$ cat src/rtl/core_bus_arbiter_pkg.sv
`default_nettype none
// ============================================================================
// Module      : grande_risco5_types (package)
// Description : Shared types for the core bus arbiter: FSM state encoding
//               and the grant selector encoding.
// Revision    : 1.0 - initial release
// ============================================================================
package grande_risco5_types;

  // Arbiter FSM states
  typedef enum logic [2:0] {
    IDLE  = 3'd0,
    INSTR = 3'd1,
    DATA  = 3'd2,
    DRAIN = 3'd3,
    RESP  = 3'd4
  } bus_arb_state_t;

  // Which requester owns (or last owned) the memory port
  typedef enum logic {
    GRANT_INSTR = 1'b0,
    GRANT_DATA  = 1'b1
  } bus_arb_grant_t;

endpackage
`default_nettype wire

$ cat src/rtl/core_bus_arbiter_if.sv
`default_nettype none
// ============================================================================
// Module      : core_bus_arbiter_if
// Description : Bundles the core-side fetch/data request signals and the
//               memory-side strobe/ack signals around the bus arbiter.
//               master : arbiter view (drives memory strobes and responses)
//               slave  : environment view (core requesters plus memory)
// Revision    : 1.0 - initial release
// ============================================================================
interface core_bus_arbiter_if;

  logic        flush_bus;
  logic        instruction_request;
  logic [31:0] instruction_address;
  logic        instruction_response;
  logic [31:0] instruction_data;
  logic        data_memory_read;
  logic        data_memory_write;
  logic [31:0] data_address;
  logic [31:0] write_data;
  logic        data_memory_response;
  logic [31:0] read_data;
  logic        mem_read;
  logic        mem_write;
  logic [31:0] mem_address;
  logic [31:0] mem_write_data;
  logic        mem_ack;
  logic [31:0] mem_read_data;

  modport master (
    input  flush_bus,
    input  instruction_request,
    input  instruction_address,
    output instruction_response,
    output instruction_data,
    input  data_memory_read,
    input  data_memory_write,
    input  data_address,
    input  write_data,
    output data_memory_response,
    output read_data,
    output mem_read,
    output mem_write,
    output mem_address,
    output mem_write_data,
    input  mem_ack,
    input  mem_read_data
  );

  modport slave (
    output flush_bus,
    output instruction_request,
    output instruction_address,
    input  instruction_response,
    input  instruction_data,
    output data_memory_read,
    output data_memory_write,
    output data_address,
    output write_data,
    input  data_memory_response,
    input  read_data,
    input  mem_read,
    input  mem_write,
    input  mem_address,
    input  mem_write_data,
    output mem_ack,
    output mem_read_data
  );

endinterface
`default_nettype wire

$ cat src/rtl/core_bus_arbiter_grant.sv
`default_nettype none
// ============================================================================
// Module      : bus_arb_grant
// Description : Combinational grant picker for the bus arbiter. Takes the
//               eligible fetch/data requests and the previous grant.
//               BUS_ARB_ROUND_ROBIN_EN : alternate owners on contention;
//               otherwise data always wins over fetch.
// Revision    : 1.0 - initial release
// ============================================================================
module bus_arb_grant
  import grande_risco5_types::*;
(
  input  logic           instr_req,
  input  logic           data_req,
  input  bus_arb_grant_t last_grant,
  output bus_arb_grant_t grant
);

`ifdef BUS_ARB_ROUND_ROBIN_EN
  // On contention hand the port to whoever did not have it last
  always_comb begin
    grant = GRANT_INSTR;
    if (instr_req && data_req) begin
      grant = (last_grant == GRANT_INSTR) ? GRANT_DATA : GRANT_INSTR;
    end else if (data_req) begin
      grant = GRANT_DATA;
    end
  end
`else
  // History is irrelevant with fixed priority
  logic unused_last_grant;
  assign unused_last_grant = last_grant;

  // Data port always beats fetch
  always_comb begin
    grant = GRANT_INSTR;
    if (data_req) begin
      grant = GRANT_DATA;
    end
  end
  wire unused_instr_req = instr_req;
`endif

endmodule
`default_nettype wire

$ cat src/rtl/core_bus_arbiter.sv
`default_nettype none
// ============================================================================
// Module      : core_bus_arbiter
// Description : Shares one memory port between the core fetch bus and data
//               bus. One transaction at a time: grant, access (held until
//               mem_ack), one-cycle response. Fetch flush discards an
//               in-flight fetch by draining it silently.
//               Optional macro BUS_ARB_ROUND_ROBIN_EN selects round-robin
//               arbitration instead of fixed data-over-fetch priority.
// Revision    : 1.0 - initial release
// ============================================================================
module core_bus_arbiter
  import grande_risco5_types::*;
(
  input  logic                 clk,
  input  logic                 rst,
  core_bus_arbiter_if.master   bus
);

  bus_arb_state_t state_q, state_d;
  bus_arb_grant_t last_grant_q, last_grant_d;
  bus_arb_grant_t grant;
  logic           resp_instr_q, resp_instr_d;
  logic           mem_read_q, mem_read_d;
  logic           mem_write_q, mem_write_d;
  logic [31:0]    mem_address_q, mem_address_d;
  logic [31:0]    mem_write_data_q, mem_write_data_d;
  logic [31:0]    instruction_data_q, instruction_data_d;
  logic [31:0]    read_data_q, read_data_d;

  logic           instr_eligible;
  logic           data_eligible;

  // A fetch raised together with a flush is already stale
  assign instr_eligible = bus.instruction_request & ~bus.flush_bus;
  assign data_eligible  = bus.data_memory_read | bus.data_memory_write;

  bus_arb_grant u_grant (
    .instr_req  (instr_eligible),
    .data_req   (data_eligible),
    .last_grant (last_grant_q),
    .grant      (grant)
  );

  // Next-state, memory strobe sequencing and response data capture
  always_comb begin
    state_d            = state_q;
    last_grant_d       = last_grant_q;
    resp_instr_d       = resp_instr_q;
    mem_read_d         = mem_read_q;
    mem_write_d        = mem_write_q;
    mem_address_d      = mem_address_q;
    mem_write_data_d   = mem_write_data_q;
    instruction_data_d = instruction_data_q;
    read_data_d        = read_data_q;

    case (state_q)
      IDLE: begin
        if (instr_eligible || data_eligible) begin
          last_grant_d = grant;
          if (grant == GRANT_DATA) begin
            state_d          = DATA;
            resp_instr_d     = 1'b0;
            mem_address_d    = bus.data_address;
            mem_write_data_d = bus.write_data;
            // Read+write together is illegal; the write takes precedence
            mem_write_d      = bus.data_memory_write;
            mem_read_d       = ~bus.data_memory_write;
          end else begin
            state_d       = INSTR;
            resp_instr_d  = 1'b1;
            mem_address_d = bus.instruction_address;
            mem_read_d    = 1'b1;
            mem_write_d   = 1'b0;
          end
        end
      end

      INSTR: begin
        if (bus.mem_ack) begin
          mem_read_d  = 1'b0;
          mem_write_d = 1'b0;
          if (bus.flush_bus) begin
            // Flush coinciding with the ack: nothing left to drain
            state_d = IDLE;
          end else begin
            instruction_data_d = bus.mem_read_data;
            state_d            = RESP;
          end
        end else if (bus.flush_bus) begin
          // Memory cannot abort, so keep strobing and throw the data away
          state_d = DRAIN;
        end
      end

      DATA: begin
        if (bus.mem_ack) begin
          if (mem_read_q) begin
            read_data_d = bus.mem_read_data;
          end
          mem_read_d  = 1'b0;
          mem_write_d = 1'b0;
          state_d     = RESP;
        end
      end

      DRAIN: begin
        if (bus.mem_ack) begin
          mem_read_d  = 1'b0;
          mem_write_d = 1'b0;
          state_d     = IDLE;
        end
      end

      RESP: begin
        state_d = IDLE;
      end

      default: begin
        state_d     = IDLE;
        mem_read_d  = 1'b0;
        mem_write_d = 1'b0;
      end
    endcase
  end

  // State register with synchronous reset
  always_ff @(posedge clk) begin
    if (rst) begin
      state_q            <= IDLE;
      last_grant_q       <= GRANT_INSTR;
      resp_instr_q       <= 1'b0;
      mem_read_q         <= 1'b0;
      mem_write_q        <= 1'b0;
      mem_address_q      <= 32'h0;
      mem_write_data_q   <= 32'h0;
      instruction_data_q <= 32'h0;
      read_data_q        <= 32'h0;
    end else begin
      state_q            <= state_d;
      last_grant_q       <= last_grant_d;
      resp_instr_q       <= resp_instr_d;
      mem_read_q         <= mem_read_d;
      mem_write_q        <= mem_write_d;
      mem_address_q      <= mem_address_d;
      mem_write_data_q   <= mem_write_data_d;
      instruction_data_q <= instruction_data_d;
      read_data_q        <= read_data_d;
    end
  end

  assign bus.mem_read             = mem_read_q;
  assign bus.mem_write            = mem_write_q;
  assign bus.mem_address          = mem_address_q;
  assign bus.mem_write_data       = mem_write_data_q;
  assign bus.instruction_data     = instruction_data_q;
  assign bus.read_data            = read_data_q;
  // A flush arriving in the response cycle still suppresses the fetch pulse
  assign bus.instruction_response = (state_q == RESP) & resp_instr_q & ~bus.flush_bus;
  assign bus.data_memory_response = (state_q == RESP) & ~resp_instr_q;

endmodule
`default_nettype wire

$ cat src/flat_wrapper.sv
// flat-port wrapper written by rule: the top's interface ports become plain ports
module core_bus_arbiter_flat import grande_risco5_types::*;
  (clk, rst, bus_flush_bus, bus_instruction_request, bus_instruction_address, bus_instruction_response, bus_instruction_data, bus_data_memory_read, bus_data_memory_write, bus_data_address, bus_write_data, bus_data_memory_response, bus_read_data, bus_mem_read, bus_mem_write, bus_mem_address, bus_mem_write_data, bus_mem_ack, bus_mem_read_data);
  core_bus_arbiter_if bus_i ();
  input  logic clk;
  input  logic rst;
  input wire logic [$bits(bus_i.flush_bus)-1:0] bus_flush_bus;
  input wire logic [$bits(bus_i.instruction_request)-1:0] bus_instruction_request;
  input wire logic [$bits(bus_i.instruction_address)-1:0] bus_instruction_address;
  output wire logic [$bits(bus_i.instruction_response)-1:0] bus_instruction_response;
  output wire logic [$bits(bus_i.instruction_data)-1:0] bus_instruction_data;
  input wire logic [$bits(bus_i.data_memory_read)-1:0] bus_data_memory_read;
  input wire logic [$bits(bus_i.data_memory_write)-1:0] bus_data_memory_write;
  input wire logic [$bits(bus_i.data_address)-1:0] bus_data_address;
  input wire logic [$bits(bus_i.write_data)-1:0] bus_write_data;
  output wire logic [$bits(bus_i.data_memory_response)-1:0] bus_data_memory_response;
  output wire logic [$bits(bus_i.read_data)-1:0] bus_read_data;
  output wire logic [$bits(bus_i.mem_read)-1:0] bus_mem_read;
  output wire logic [$bits(bus_i.mem_write)-1:0] bus_mem_write;
  output wire logic [$bits(bus_i.mem_address)-1:0] bus_mem_address;
  output wire logic [$bits(bus_i.mem_write_data)-1:0] bus_mem_write_data;
  input wire logic [$bits(bus_i.mem_ack)-1:0] bus_mem_ack;
  input wire logic [$bits(bus_i.mem_read_data)-1:0] bus_mem_read_data;
  assign bus_i.flush_bus = bus_flush_bus;
  assign bus_i.instruction_request = bus_instruction_request;
  assign bus_i.instruction_address = bus_instruction_address;
  assign bus_instruction_response = bus_i.instruction_response;
  assign bus_instruction_data = bus_i.instruction_data;
  assign bus_i.data_memory_read = bus_data_memory_read;
  assign bus_i.data_memory_write = bus_data_memory_write;
  assign bus_i.data_address = bus_data_address;
  assign bus_i.write_data = bus_write_data;
  assign bus_data_memory_response = bus_i.data_memory_response;
  assign bus_read_data = bus_i.read_data;
  assign bus_mem_read = bus_i.mem_read;
  assign bus_mem_write = bus_i.mem_write;
  assign bus_mem_address = bus_i.mem_address;
  assign bus_mem_write_data = bus_i.mem_write_data;
  assign bus_i.mem_ack = bus_mem_ack;
  assign bus_i.mem_read_data = bus_mem_read_data;
  core_bus_arbiter u_core (.clk(clk), .rst(rst), .bus(bus_i));
endmodule
$ cat config.mk
export PLATFORM = sky130hd
export DESIGN_NAME = core_bus_arbiter_flat
export DESIGN_NICKNAME = d
export VERILOG_FILES = /design/src/rtl/core_bus_arbiter_pkg.sv /design/src/rtl/core_bus_arbiter_if.sv /design/src/rtl/core_bus_arbiter_grant.sv /design/src/rtl/core_bus_arbiter.sv /design/src/flat_wrapper.sv
export SDC_FILE = /design/constraint.sdc
export NUM_CORES = 1
export LEC_CHECK = 0
export ABC_AREA = 1
export CAP_MARGIN = 30
export CELL_PAD_IN_SITES_DETAIL_PLACEMENT = 1
export CELL_PAD_IN_SITES_GLOBAL_PLACEMENT = 2
export CORE_MARGIN = 8
export CORE_UTILIZATION = 18
export CTS_CLUSTER_DIAMETER = 40
export DETAILED_ROUTE_END_ITERATION = 8
export PLACE_DENSITY = 0.75
export SYNTH_ARGS = -nofsm -noshare
export SYNTH_HDL_FRONTEND = slang
export SYNTH_SLANG_ARGS = --single-unit
$ cat constraint.sdc
create_clock -name clk -period 1.2 [get_ports clk]
set_input_delay 0.18 -clock clk [delete_from_list [all_inputs] [get_ports clk]]
set_output_delay 0.18 -clock clk [all_outputs]
set_load 0.01 [all_outputs]
# Yosys cells after proc, flatten, opt, wreduce, memory -nomap -nowiden
# Index checks and enable logic that the tools add are counted.
[word_totals]
reg_bits = 134
input_bits = 135
output_inout_bits = 132
elab_cells = 53
[classes]
n_eq_ne = 9
mux = 18
bitwise_logic = 9
reduce_logical = 9
[ops]
columns = ["op", "n"]
rows = [
  ["$mux 32", 1],
  ["$mux 3", 6],
  ["$pmux 3 s4", 1],
  ["$reduce_and 3->1", 4],
  ["$mux 1", 7],
  ["$eq 3x2->1 const B", 2],
  ["$pmux 1 s3", 2],
  ["$and 1x1->1", 4],
  ["$ne 2x1->1 const B", 2],
  ["$ne 2x2->1 const B", 2],
  ["$not 1->1", 4],
  ["$reduce_and 4->1", 1],
  ["$eq 3x1->1 const B", 1],
  ["$eq 3x3->1 const B", 1],
  ["$logic_not 3->1", 1],
  ["$ne 3x3->1 const B", 1],
  ["$reduce_or 3->1", 1],
  ["$mux 2", 1],
  ["$reduce_and 2->1", 1],
  ["$logic_or 1x1->1", 1],
  ["$or 1x1->1", 1],
]

# Logic depth before layout (Yosys ltp)
# Gate-level depths: netlist (run 1).
[logic_depth]
depth_word = 5
depth_mapped = 8
depth_no_buf = 8

# Modules after synthesis
# Synthesis (run 1) repeated with hierarchy kept, for this count alone.
[unflattened]
hier_cells = 728
hier_area_um2 = 5342.6
[by_module_without_submodules]
columns = ["module", "n_inst", "cells_per_inst", "area_per_inst_um2", "seq_area_each_um2"]
rows = [
  ["core_bus_arbiter", 1, 727, 5335.1, 2702.6],
  ["bus_arb_grant", 1, 1, 7.5, 0.0],
]

# Worst setup path before layout (run 1)
# No wires, ideal clock.
[synth_timing]
path_type = "reg-to-reg"
start = "register u_core.state_q[2]"
end = "register u_core.read_data_q[10] (netlist: u_core.bus.read_data[10])"
setup_ns = 0.116
t_arrival_ns = 1.066
t_required_ns = 1.084
slack_ns = 0.018
path_stages_with_launch = 6
n_path_buf = 1
period_less_slack_ns = 1.182
cell_sequence = "dfxtp_1 > nor3_2 > nand3_2 > clkbuf_1 > o21ai_0 > nor2_1"
[synth_via]
elab_chain_len = 2
[synth_lines]
columns = ["element", "line", "rtl"]
rows = [
  ["from (decl)", "core_bus_arbiter.sv:20", "bus_arb_state_t state_q, state_d;"],
  ["from (signal assigned)", "core_bus_arbiter.sv:140", "state_q <= state_d;"],
  ["$eq 3x2->1", "core_bus_arbiter.sv:57", "case (state_q)"],
  ["$reduce_and 3->1 (no line)", "n/a", ""],
  ["to (signal assigned)", "core_bus_arbiter.sv:148", "read_data_q <= read_data_d;"],
  ["to (decl)", "core_bus_arbiter.sv:29", "logic [31:0] read_data_q, read_data_d;"],
]
# Every way passes these cells.
# A chain may end at the register's enable or synchronous reset.

# Worst setup path in the final report (run 1)
[layout_timing]
start = "register u_core.state_q[1]"
end = "register u_core.mem_write_data_q[26] (netlist: u_core.bus.mem_write_data[26])"
[layout_via]
elab_chain_len = 2
[layout_lines]
columns = ["element", "line", "rtl"]
rows = [
  ["$logic_not 3->1", "core_bus_arbiter.sv:57", ""],
  ["$reduce_and 3->1 (no line)", "n/a", ""],
  ["to (signal assigned)", "core_bus_arbiter.sv:146", "mem_write_data_q <= mem_write_data_d;"],
  ["to (decl)", "core_bus_arbiter.sv:27", "logic [31:0] mem_write_data_q, mem_write_data_d;"],
]
# Every way passes these cells.

==> results.cfg, run 1 <==
[run_status]
outcome = finished, violations left
violations = negative setup slack

[placement]
dp_slack_ns = -0.4768
hpwl_um = 16930
place_area_um2 = 8691
port_buffers = 266
dpl.cell_count = 1380
gp_congestion = 0.7055

[final_layout]
drive_gt1_share_pct = 41.07
instances_no_fill = 1453
fillCellCount = 3414
nets = 1191
diodes = 0
finalInstanceArea_um2 = 10340
areaGrowthSynthToFinish_pct = 99.49

[drt]
drc = 0
first_pass_iters = 4
routedWlPerCell_um = 16.84
routed_wl_um = 24460
vias = 5922
antenna_left = 0
drt_iter0_drc = 196
viasPerCell = 4.076

[power]
power.switching_w = 0.006222
leakagePower_nw = 4.506
p_per_area_nw_per_um2 = 1820
p_int_w = 0.01259
report.power.total_w = 0.01881
pwr-share-seq_pct = 30.0
clkPwrFrac_pct = 30.7
peakVddDrop_mv = 0.7102
p_sw_share_pct = 33.08
power.share.combinational_pct = 39.3

[setup_path]
arrival_ns = 1.79
worstPathRequired_ns = 1.48
cp_max_fo = 4
crit_type = reg2reg
end_kind = flop
setup.worst_path.start_class = flop

[logic_synthesis]
yosysSeqAreaShare_pct = 51.77
syn_nets = 850
syn_inst = 715
ys_ff_latch = 134
ys_types = 25
synth_warnings = 0
syn_area_um2 = 5181
avgSynthCellArea_um2 = 7.246

[cts]
cts.path.max_buffers = 2
cts.sinks = 134
cts_tree = built
clk_pin_slew_ns = 0.07
cts_buffers = 17
htree_levels = 4
insertion_delay_ns = 0.42
cts_root_buf = clkbuf_16

[worst_hold_path]
hold_class = in2reg

[floorplan]
num_rows = 62
die_y_um = 185.7
die_w_um = 185.7
core_area_um2 = 28550
start_util_pct = 18.15
dieArea_um2 = 34470
ios = 267

[timing]
max_freq_mhz = 663.6
hold_viol = 0
tightest_slew_ns = 0.4840
slew_headroom_pct = 67.73
fin_crit_ns = 1.507
setup_violations = 136
finalClockSkew_ns = 0.009133
rsz0062_at_grt = yes
worst_slack_ns = -0.3069
period_share_pct = 125.6
fin_tns_setup_ns = -27.47
slew_violations = 0

[grt]
overflow = 0
met3_usage_pct = 5.270
grt_pass1_wl_um = 36940
antenna_found_initial = 0
grt_max_degree = 41
grt_usage_pct = 14.04
top_usage_layer = met2
grt_pass1_vias = 6420
globalRouteMet2Util_pct = 25.14
met1_usage_pct = 15.49

[flow_run]
max_cap_viol_count = 0
## routing by layer
layer	vias to the layer above	share of wire, %
met1	2792	41
met3	14	7.8
met2	154	51
met5	-	0
li1	2962	-
met4	0	1.0
## cells in the mapped netlist
cell type	count	area, µm²
nand3_2	1	10.01
nand4_2	1	12.51
nor3_2	1	10.01
nand3_1	4	20.02
a21oi_1	35	175.2
buf_4	2	15.01
nor2_1	202	758.2
nand2_1	172	645.6
o21ai_2	1	8.760
clkbuf_1	18	67.56
nor2_4	1	11.26
dfxtp_1	134	2683
inv_2	5	18.77
buf_1	1	3.750
nor2_2	2	12.51
o21ai_1	13	65.06
o211ai_1	2	15.01
nand2_2	2	12.51
buf_6	8	90.09
clkinv_2	1	5.000
nand2_4	1	11.26
nor3_1	2	10.01
inv_1	8	30.03
buf_2	15	75.07
o21ai_0	83	415.4
## state kept, by name, summed over array words and instances (netlist names)
name,count
u_core.bus.instruction_data,32
u_core.bus.mem_address,32
u_core.bus.mem_read,1
u_core.bus.mem_write,1
u_core.bus.mem_write_data,32
u_core.bus.read_data,32
u_core.resp_instr_q,1
u_core.state_q,3
## what timing repair did
action | 4_1_cts | 5_1_grt
cloned | 16 | 1
hold buffers | 0 | 0
endpoints found under the setup margin | 266 | 221
endpoints found under the hold margin | 0 | 0
buffers inserted | 21 | 9
gates resized for setup | 608 | 215
pin swaps | 42 | 50
## cells by family (layout without fill, tap and decap cells)
family | Yosys count | after routing | synth area share [%]
simple gates | 389 | 389 | 29.22
compound gates | 134 | 134 | 13.11
flops | 134 | 134 | 51.77
buf+inv | 58 | 412 | 5.892
## cell usage in the layout, fill, tap and decap left out, types with 25 or more instances in the layout
cell / synthesis / final
a21oi_1: 35 / 28
buf_12: 0 / 28
buf_2: 15 / 87
buf_4: 2 / 34
clkdlybuf4s50_1: 0 / 134
dfxtp_1: 134 / 107
dfxtp_2: 0 / 25
nand2_1: 172 / 154
nor2_1: 202 / 167
o21ai_2: 1 / 66
## worst paths after layout
| check | start | to | slack (ns) | depth (start not counted) |
|---|---|---|---|---|
| setup reg to reg | u_core.state_q[1]$_SDFFE_PP0P_ | u_core.bus.mem_write_data[26]$_SDFFE_PP0P_ | -0.31 | 9 |
| hold reg to reg | u_core.bus.mem_write_data[0]$_SDFFE_PP0P_ | u_core.bus.mem_write_data[0]$_SDFFE_PP0P_ | 0.46 | 2 |
| hold / removal | bus_write_data[9] | u_core.bus.mem_write_data[9]$_SDFFE_PP0P_ | 0.31 | 3 |
| setup / recovery | u_core.state_q[1]$_SDFFE_PP0P_ | u_core.bus.mem_write_data[26]$_SDFFE_PP0P_ | -0.31 | 9 |
## per-stage QoR
| step | utilization [%] | hold slack, ns |
|---|---|---|
| finish | 36.21 | 0.3086 |
| detailed placement | 30.44 | 0.4565 |
| global placement | 30.44 | 0.4507 |
| global route | 36.21 | 0.3101 |
| CTS | 36.63 | 0.2897 |
| floorplan | - | 0.3219 |
## power groups by stage
stage / sequential [W] / clock (W) / combinational (W)
4_1_cts: 0.00560 / 0.00599 / 0.00718
3_3_place_gp: 0.00564 / 0 / 0.00555
6_report: 0.00564 / 0.00578 / 0.00739
5_1_grt: 0.00574 / 0.00616 / 0.00803
3_5_place_dp: 0.00567 / 0 / 0.00559
2_1_floorplan: 0.00598 / 0 / 0.00199
## worst max-delay path: stages, from the launching register on
cell	delay (ns)
dfxtp_2	0.33
inv_2	0.06
nand2_2	0.07
buf_6	0.12
nor2_4	0.17
nand2_4	0.10
buf_6	0.15
bufbuf_16	0.26
nand2_1	0.05
a21oi_1	0.06
## final cells by class
class                      instances  area [µm²]  share of cell area, %
clock inverter                    15       215.2                  2.082
clock buffer                      17       425.4                  4.116
tap                              384       480.5                  4.648
timing repair buffer             366        3620                  35.02
inverter                          14       105.1                  1.017
multi-input combinational        523        2769                  26.79
sequential                       134        2721                  26.33
Note: power is estimated with default switching activity, not from simulation.
==> run 2, diff against run 1 <==
REMOVE_ABC_BUFFERS = 1   (was unset)
==> results.cfg, run 2 (synthesis gave the netlist of run 1 again) <==
[run_status]
outcome = finished, violations left
violations = negative setup slack

[final_layout]
multiInputGateArea_um2 = 2798
final_cell_mix = 183 x nor2_1, 136 x nand2_1, 134 x clkdlybuf4s50_1
areaGrowthSynthToFinish_pct = 91.91
final_common_cell = nor2_1
fillCellCount = 3437
nets = 1172
diodes = 0
drive_gt1_share_pct = 40.00
seq_area_um2 = 2709

[setup_path]
cp_cell_sequence = inv_2 -> nand2_4 -> buf_6 -> nor2_4 -> buf_6 -> nand2_8 -> clkinv_8 -> buf_16 -> nand2_4 -> a21oi_2
cp_max_fo = 7
setup.worst_path.start_class = flop
arrival_ns = 1.74
critPathBufInv = 5
end_kind = flop
worstPathRequired_ns = 1.53
max_stage_delay_ns = 0.32
critPathSlowestCell = dfxtp_2
crit_type = reg2reg
crit_family = buffers and inverters

[timing]
max_freq_mhz = 708.7
hold_viol = 0
setup_violations = 136
period_share_pct = 117.6
rsz0062_at_grt = yes
slew_violations = 0
tightest_slew_ns = 0.5871
worst_slack_ns = -0.2110
finalClockSkew_ns = 0.01273
fin_crit_ns = 1.411
slew_headroom_pct = 60.86

[floorplan]
ios = 267
num_rows = 62
dieArea_um2 = 34470
die_w_um = 185.7
start_util_pct = 18.15
die_y_um = 185.7
core_area_um2 = 28550

[cts]
insertion_delay_ns = 0.41
cts_hold_buf = 0
cts_buffers = 17
cts_tree = built
cts.path.max_buffers = 2
clk_pin_slew_ns = 0.07
cts_root_buf = clkbuf_16
htree_levels = 4
cts.sinks = 134

[grt]
overflow = 0
grt_max_degree = 37
grt_pass1_vias = 5921
antenna_found_initial = 0
grt_usage_pct = 12.86
grt_pass1_wl_um = 34280

[placement]
port_buffers = 266
gp_congestion = 0.7210
hpwl_um = 17030
dp_slack_ns = -0.4552

[flow_run]
max_cap_viol_count = 0

[drt]
first_pass_iters = 4
vias = 5820
viasPerCell = 4.059
routedWlPerCell_um = 16.48
drc = 0
drt_iter0_drc = 148
routed_wl_um = 23640
antenna_left = 0

[power]
peakVddDrop_mv = 0.8316
p_per_area_nw_per_um2 = 1793
report.power.total_w = 0.01783
leakagePower_nw = 4.291

[worst_hold_path]
hold_class = in2reg
-- run 2: cell count changes in the layout (fill, tap and decap cells not counted), moves of 9 or more --
cell / before / now
nor2_1: 167 / 183
nand2_2: 12 / 21
nand2_1: 154 / 136
a21oi_2: 7 / 28
buf_12: 28 / 17
o21ai_1: 18 / 33
a21oi_1: 28 / 7
nor2_4: 17 / 7
-- run 2: worst min-delay path, stage by stage --
cell and delay [ns]:
clkdlybuf4s50_1 0.39, nand2_1 0.06, a21oi_1 0.05
-- run 2: stage by stage --
stage	TNS [ns]	util (%)	std cells	hold slack [ns]	area, µm²
after floorplan	-66.13	-	671	0.2491	4930
after global placement	-45.42	30.58	1382	0.4519	8731
after detailed placement	-49.85	30.58	1382	0.4571	8731
after CTS	-20.48	34.03	1426	0.2939	9714
after global routing	-30.01	34.83	1434	0.3073	9943
final	-17.99	34.83	1434	0.3210	9943
-- run 2: final cells by class --
class / instances / share of cell area [%]
clock buffer: 18 / 4.316
clock inverter: 14 / 1.661
inverter: 14 / 0.9815
multi-input combinational: 523 / 28.14
sequential: 134 / 27.24
tap: 384 / 4.832
timing repair buffer: 347 / 32.83
-- run 2: layer usage --
| layer | GRT usage [%] | vias to the layer above | routed length [µm] |
|---|---|---|---|
| met5 | 0 | - | 0 |
| met4 | 3.049 | 0 | 227 |
| met3 | 5.231 | 12 | 1949 |
| met2 | 21.77 | 174 | 11520 |
| met1 | 14.99 | 2704 | 9938 |
| li1 | - | 2930 | - |
-- run 2: final timing paths --
kind	start	to	slack, ns	cells after the start
worst max-delay path	u_core.state_q[1]$_SDFFE_PP0P_	u_core.bus.mem_write_data[24]$_SDFFE_PP0P_	-0.21	10
worst min-delay path	bus_write_data[27]	u_core.bus.mem_write_data[27]$_SDFFE_PP0P_	0.32	3
worst max register to register	u_core.state_q[1]$_SDFFE_PP0P_	u_core.bus.mem_write_data[24]$_SDFFE_PP0P_	-0.21	10
worst min register to register	u_core.bus.instruction_data[13]$_SDFFE_PP0P_	u_core.bus.instruction_data[13]$_SDFFE_PP0P_	0.46	2
-- run 2: what timing repair did --
| action | CTS | global route |
|---|---|---|
| gates resized for setup | 547 | 240 |
| setup buffers | 8 | 4 |
| gates cloned | 5 | 6 |
| endpoints found under the setup margin | 266 | 220 |
| pin swaps | 31 | 42 |
-- run 2: power breakdown --
group          internal [W]  switching, W  leakage (nW)
combinational       0.00334       0.00349          2.91
sequential          0.00521      0.000425          1.10
clock               0.00313       0.00223         0.278
total                0.0117       0.00615          4.29
==> run 3, diff against run 2 <==
PLACE_DENSITY = unset   (was 0.75)
PLACE_DENSITY_LB_ADDON = 0.1   (was unset)
==> results.cfg, run 3 (synthesis gave the netlist of run 1 again) <==
[cts]
cts_root_buf = clkbuf_16
insertion_delay_ns = 0.43
cts_tree = built
cts.path.max_buffers = 2
htree_levels = 4
cts.sinks = 134
clk_pin_slew_ns = 0.08
cts_buffers = 17

[floorplan]
num_rows = 62
ios = 267
core_area_um2 = 28550
start_util_pct = 18.15
die_w_um = 185.7
dieArea_um2 = 34470
die_y_um = 185.7

[placement]
dp_slack_ns = -0.4476
hpwl_um = 16670
port_buffers = 266
gp_congestion = 0.6875

[power]
power.share.combinational_pct = 40.2
report.power.total_w = 0.01822
p_int_w = 0.01181
p_sw_share_pct = 35.21
leakagePower_nw = 4.471
clkPwrFrac_pct = 28.7
pwr-share-seq_pct = 31.1
p_per_area_nw_per_um2 = 1783
power.switching_w = 0.006416
peakVddDrop_mv = 0.7714

[drt]
drc = 0
drt_iter0_drc = 144
routedWlPerCell_um = 17.10
antenna_left = 0
routed_wl_um = 24530
viasPerCell = 4.035
first_pass_iters = 4
vias = 5790

[timing]
max_freq_mhz = 693.4
fin_crit_ns = 1.442
period_share_pct = 120.2
hold_viol = 0
fin_hold_ws_ns = 0.3118
rsz0062_at_grt = yes
worst_slack_ns = -0.2421
setup_violations = 137
slew_headroom_pct = 82.11
tightest_slew_ns = 0.2675
finalClockSkew_ns = 0.01609
slew_violations = 0

[grt]
grt_max_degree = 35
grt_pass1_wl_um = 35590
overflow = 0
antenna_found_initial = 0
grt_usage_pct = 13.46
grt_pass1_vias = 5978

[setup_path]
setup.worst_path.start_class = flop
cp_max_fo = 8
arrival_ns = 1.74
crit_type = reg2reg
end_kind = flop
worstPathRequired_ns = 1.50

[final_layout]
drive_gt1_share_pct = 43.58
areaGrowthSynthToFinish_pct = 97.25
fin_util_pct = 35.80
final_cell_mix = 189 x nor2_1, 134 x clkdlybuf4s50_1, 128 x nand2_1
nets = 1173
final_common_cell = nor2_1
diodes = 0

[run_status]
outcome = finished, violations left
violations = negative setup slack

[worst_hold_path]
hold_class = in2reg

[flow_run]
max_cap_viol_count = 0
## run 3: changes by cell type in the layout (fill, tap and decap cells not counted), moves of 8 or more
cell | before | now
nand2_2 | 21 | 12
nand2_1 | 136 | 128
clkbuf_2 | 22 | 7
dfxtp_2 | 18 | 36
buf_2 | 85 | 98
dfxtp_1 | 115 | 96
nand2_4 | 17 | 35
## run 3: final timing paths
check                                                                start  slack (ns)  cells past startpoint                                         end
worst max-delay path                        u_core.state_q[1]$_SDFFE_PP0P_       -0.24                      9   u_core.bus.mem_write_data[5]$_SDFFE_PP0P_
worst min-delay path                                    bus_write_data[29]        0.31                      3  u_core.bus.mem_write_data[29]$_SDFFE_PP0P_
worst max register to register              u_core.state_q[1]$_SDFFE_PP0P_       -0.24                      9   u_core.bus.mem_write_data[5]$_SDFFE_PP0P_
worst min register to register  u_core.bus.mem_write_data[22]$_SDFFE_PP0P_        0.46                      2  u_core.bus.mem_write_data[22]$_SDFFE_PP0P_
## run 3: worst max-delay path, cell delays in order, from the launching register on
cell and delay, ns:
dfxtp_2 0.32, inv_2 0.07, nand2_4 0.06, buf_6 0.11
nor2_4 0.16, nand2_4 0.12, buf_12 0.16, clkbuf_16 0.18
nand2_2 0.08, a21oi_2 0.06
## run 3: metrics by stage
step           TNS (ns)  area, µm²  instances
2_1_floorplan    -66.13       4930        671
3_3_place_gp     -45.18       8631       1372
3_5_place_dp     -48.93       8631       1372
4_1_cts          -24.14       9776       1426
5_1_grt          -28.23      10220       1435
6_report         -19.09      10220       1435
## run 3: power groups by stage
stage / sequential [W] / clock [W] / combinational [W]
6_report: 0.00568 / 0.00523 / 0.00732
3_3_place_gp: 0.00565 / 0 / 0.00559
5_1_grt: 0.00578 / 0.00563 / 0.00799
3_5_place_dp: 0.00567 / 0 / 0.00560
4_1_cts: 0.00558 / 0.00545 / 0.00626
2_1_floorplan: 0.00598 / 0 / 0.00171
## run 3: cell type report
class | count | area (µm²)
inverter | 14 | 111.4
clock buffer | 18 | 439.2
tap | 384 | 480.5
fill | 3416 | 18330
multi-input combinational | 523 | 2957
timing repair buffer | 348 | 3361
sequential | 134 | 2735
clock inverter | 14 | 136.4
## run 3: timing repair
item / 4_1_cts / 5_1_grt
hold endpoints to repair: 0 / 0
pin swaps: 9 / 58
cloned: 8 / 8
gates resized for setup: 555 / 326
setup buffers: 14 / 10
endpoints found under the setup margin: 266 / 215
hold buffers: 0 / 0
## run 3: metal layers
metal	up-vias	global-route usage [%]	part of all wire [%]
met5	-	0	0
met3	22	4.470	6.9
met4	0	4.192	1.6
met1	2690	15.70	42
met2	153	23.05	50
li1	2925	-	-
==> RTL edit 1, RTL diff (config.mk and constraints of run 2) <==
Re-encode `bus_arb_state_t` (5 states) as one-hot, 5 bits wide.
--- a/src/rtl/core_bus_arbiter_pkg.sv
+++ b/src/rtl/core_bus_arbiter_pkg.sv
@@ -9,10 +9,10 @@
 
   // Arbiter FSM states
-  typedef enum logic [2:0] {
-    IDLE  = 3'd0,
-    INSTR = 3'd1,
-    DATA  = 3'd2,
-    DRAIN = 3'd3,
-    RESP  = 3'd4
+  typedef enum logic [4:0] {
+    IDLE  = 5'b00001,
+    INSTR = 5'b00010,
+    DATA  = 5'b00100,
+    DRAIN = 5'b01000,
+    RESP  = 5'b10000
   } bus_arb_state_t;
 
Check against the original RTL: no difference found for any inputs over 4 cycles, from zero or initial values and one cycle with rst high; so few cycles prove little.
==> RTL edit 1 against run 2 <==
- the run still ends with negative setup slack left
- area after synthesis grew 3.0%
- critical path type is now reg2out
- sequential cell count grew 2
- routed wire length decreased by 3.8%
- sequential share of layout area is 3.1 points higher
- largest cell class is now flip-flops and latches
- worst setup slack worse by 0.15 ns
- power increased by 3.4%
- design area decreased by 8.5%
- die area is 2.7% higher
==> RTL edit 1: results (changes against run 2) <==
[placed_design]
post-dp-hpwl_um = 16600  ; -2.8%
routabilityCongestion = 0.710  ; -1.6%

[synth]
ys_types = 27  ; +8.0%
synth-seq-area-share_pct = 51.0  ; -0.74 points
synth_top_cells_by_count = nor2_1 (268), dfxtp_1 (136), nand2_1 (113), o21ai_0 (104), o21ai_1 (25)

[layout]
nFillCells = 3596  ; +4.6%
drive_gt1_share_pct = 26.9  ; -13 points
final_nets = 1162  ; -0.85%

[pwr]
p_int_mw = 11.7  ; +0.58%
p_leak_nw = 4.26  ; -0.67%
p_comb_share_pct = 35.9  ; -2.4 points

[grt]
grt.total_usage_pct = 12.6  ; -0.24 points
grt_pass1_wl_um = 35800  ; +4.4%
grt_pass1_vias = 6117  ; +3.3%

[status]
violations = negative setup slack
status = complete, but fails checks

[critical_path]
rr_endpoint = u_core.bus.read_data[25]
crit_family = flip-flops
crit_arrival_ns = 1.38  ; -0.36 ns
cp_max_fo = 2  ; -5
r2r_cells = 9  ; -1
rrSetupSlack_ns = -0.30  ; -0.09 ns

[timing]
worstMarginPinSlew_ns = 0.392  ; -0.195 ns
skew_ns = 0.00891  ; -0.00382 ns
setup_viol = 138  ; +1.5%
fin_ws_ns = -0.363  ; -0.152 ns
whs_ns = 0.341  ; +0.0199 ns

[hold_path]
holdCritStartpoint = bus_write_data[5]

[routing]
wirelength_um = 22700  ; -3.8%

==> RTL edit 1: cell count changes after synthesis, sizes merged, moves of 2 or more <==
cell / delta
a21oi: -31
buf: -6
clkbuf: +6
dfxtp: +2
inv: +4
nand2: -61
nand4: +2
nor2: +71
o211ai: -2
o21ai: +32
o21bai: +2
==> RTL edit 1: metrics by stage <==
| step | setup TNS [ns] | power, mW | instances | worst slack [ns] |
|---|---|---|---|---|
| after CTS | -34.46 | 19.1 | 1429 | -0.405 |
| after global routing | -47.09 | 19.8 | 1430 | -0.444 |
| final | -31.51 | 18.4 | 1430 | -0.363 |
| after detailed placement | -59.35 | 13.6 | 1391 | -0.505 |
| after floorplan | -99.19 | 9.10 | 693 | -0.777 |
| after global placement | -56.72 | 13.5 | 1391 | -0.475 |
==> RTL edit 1: area by class of cell <==
class | count | area (um^2) | share of cell area (%)
clock inverter | 15 | 200 | 2.20
sequential | 136 | 2760 | 30.3
multi-input combinational | 540 | 2410 | 26.5
inverter | 17 | 70.1 | 0.770
clock buffer | 17 | 425 | 4.68
timing repair buffer | 315 | 2740 | 30.1
tap | 390 | 488 | 5.36
==> RTL edit 1: routing by layer <==
| layer | vias to the layer above | track usage, % | part of all wire, % |
|---|---|---|---|
| li1 | 2918 | - | - |
| met1 | 2738 | 15.3 | 45 |
| met2 | 168 | 20.7 | 46 |
| met3 | 13 | 5.00 | 7.7 |
| met4 | 0 | 3.06 | 0.94 |
| met5 | - | 0 | 0 |
==> RTL edit 1: logic make-up (layout without fill, tap and decap cells) <==
family / after synthesis / after routing
flip-flops: 136 / 136
AND/OR/NAND/NOR: 404 / 404
AO/OA/AOI/OAI: 136 / 136
buffers and inverters: 61 / 364
==> RTL edit 2, RTL diff (config.mk and constraints of run 2) <==
Made on the original files. Add a define of `BUS_ARB_ROUND_ROBIN_EN`.
--- a/src/rtl/core_bus_arbiter_grant.sv
+++ b/src/rtl/core_bus_arbiter_grant.sv
@@ -8,4 +8,6 @@
 // Revision    : 1.0 - initial release
 // ============================================================================
+`define BUS_ARB_ROUND_ROBIN_EN
+
 module bus_arb_grant
   import grande_risco5_types::*;
Formal check against the unedited RTL: not equivalent (a bounded check fails within 10 cycles, from zero or initial values and one cycle with rst high).
==> RTL edit 2 against run 2 <==
- the flow still finishes with violations (negative setup slack)
- design area up 0.77%
- via count shrank 2.1%
- power down 4.4%
- utilization grew 0.17 points
- area after synthesis up 0.89%
- critical path depth unchanged
- sequential cell count is 1 higher
- sequential share of layout area barely moved
- clock skew shrank 0.0021 ns
- sequential power decreased by 2%
- worst setup slack worse by 0.030 ns
- clock power down 1%
- global-route usage decreased by 0.24 points
- routed wire length decreased by 0.42%
- critical path type unchanged
- critical endpoint is now u_core.bus.mem_address[31]
- largest power group unchanged
==> RTL edit 2: results (changes against run 2) <==
[synth]
ys_types = 22  ; -12%
synth_area_leaders = dfxtp_1 (52%), nor2_1 (14%), nand2_1 (13%)
yosysWarnings = 0  ; unchanged
synth_top_cells_by_count = nor2_1 (201), nand2_1 (176), dfxtp_1 (135), o21ai_0 (98), a21oi_1 (37)
synth-seq-area-share_pct = 51.7  ; -0.076 points
synth_ff_type = dfxtp_1

[critical_path]
rr_endpoint = u_core.bus.mem_address[31]
cp_max_fo = 6  ; -1
crit_arrival_ns = 1.79  ; +0.05 ns
crit-reg2reg-launch = u_core.state_q[0]

[grt]
grt_pass1_vias = 5865  ; -0.95%
grt_pass1_wl_um = 35000  ; +2.1%
grt.total_usage_pct = 12.6  ; -0.24 points
grt_max_degree = 51  ; +38%

[hold_path]
whs_endpoint = u_core.bus.mem_write_data[28]
holdCritStartpoint = bus_write_data[28]

[status]
violations = negative setup slack
status = complete, but fails checks

[pwr]
p_leak_nw = 4.18  ; -2.5%
p_int_mw = 11.4  ; -2.1%
ir_drop_mv = 0.873  ; +4.9%

[placed_design]
post-dp-hpwl_um = 16100  ; -5.3%
post_dp_cell_area_mm2 = 0.00854  ; -2.2%
place_worst_setup_slack_ns = -0.455  ; +0.000485 ns
routabilityCongestion = 0.719  ; -0.33%

[timing]
setup_viol = 137  ; +0.74%
worstMarginPinSlew_ns = 0.292  ; -0.295 ns
skew_ns = 0.0106  ; -0.00211 ns
whs_ns = 0.366  ; +0.0448 ns
fin_ws_ns = -0.241  ; -0.0298 ns

[layout]
drive_gt1_share_pct = 32.0  ; -8.0 points
nFillCells = 3335  ; -3.0%
final_nets = 1157  ; -1.3%

[routing]
viasPerCell = 4.01  ; -1.1%
routedWlPerCell_um = 16.6  ; +0.63%
drt_iter0_markers = 161  ; +8.8%

[RTL edit 2: cell types whose count changed after synthesis, sizes merged, moves of 2 or more]
| cell | delta |
|---|---|
| a21oi | +2 |
| o211ai | -2 |
| nor2 | -3 |
| nand2 | +5 |
| nand3 | +2 |
[RTL edit 2: final cells by class]
class	count	area (um^2)	share of cell area, %
Sequential cell	135	2730	27.2
Clock inverter	13	146	1.46
Inverter	13	86.3	0.862
Multi-Input combinational cell	527	2620	26.2
Timing Repair Buffer	328	3510	35.1
Clock buffer	19	443	4.42
Tap cell	384	480	4.80
[RTL edit 2: critical path, cell delays in order (launching register included)]
cell      delay, ns
dfxtp_4        0.37
nor2_4         0.15
buf_6          0.12
nand2_4        0.06
inv_8          0.09
nand2_8        0.09
clkinv_8       0.10
buf_12         0.11
buf_16         0.11
nand2_2        0.05
a21oi_2        0.12
[RTL edit 2: worst max path at each step]
stage | to | slack (ns) | cells after the start
floorplan | u_core.bus.read_data[0] | -0.65 | 5
global placement | bus_instruction_response | -0.41 | 5
detailed placement | u_core.bus.instruction_data[17] | -0.45 | 7
CTS | bus_instruction_response | -0.23 | 4
global route | u_core.bus.mem_address[31] | -0.31 | 10
finish | u_core.bus.mem_address[31] | -0.24 | 10
[RTL edit 2: metal layers]
| metal | routed length (um) | global-route usage, % | vias to the layer above |
|---|---|---|---|
| met1 | 9830 | 14.5 | 2645 |
| met3 | 1710 | 4.74 | 13 |
| li1 | - | - | 2892 |
| met2 | 11800 | 21.7 | 147 |
| met5 | 0 | 0 | - |
| met4 | 182 | 3.14 | 0 |
[RTL edit 2: per-stage QoR]
step,setup TNS [ns],util (%)
2_1_floorplan,-59.52,-
3_3_place_gp,-49.19,29.8
3_5_place_dp,-54.37,29.8
4_1_cts,-20.19,32.9
5_1_grt,-29.06,35.0
6_report,-19.15,35.0
[RTL edit 2: power groups by stage]
stage	combinational [mW]	clock (mW)	sequential [mW]
floorplan	1.53	0	5.84
global placement	4.69	0	5.57
detailed placement	4.72	0	5.59
CTS	4.97	5.47	5.53
global route	6.73	5.69	5.63
finish	6.21	5.28	5.54
[RTL edit 2: cells by family after synthesis]
logic type,share of synthesized area [%]
buffers and inverters,6.03
and+or+nand+nor,29.3
DFF,51.7
AOI/OAI and AO/OA,12.9
[RTL edit 2: repair_timing]
item | 4_1_cts | 5_1_grt
endpoints found under the setup margin | 263 | 234
gates resized for setup | 470 | 173
pin swaps | 5 | 49
hold buffers | 0 | 0
gates cloned | 4 | 9
setup buffers | 7 | 8
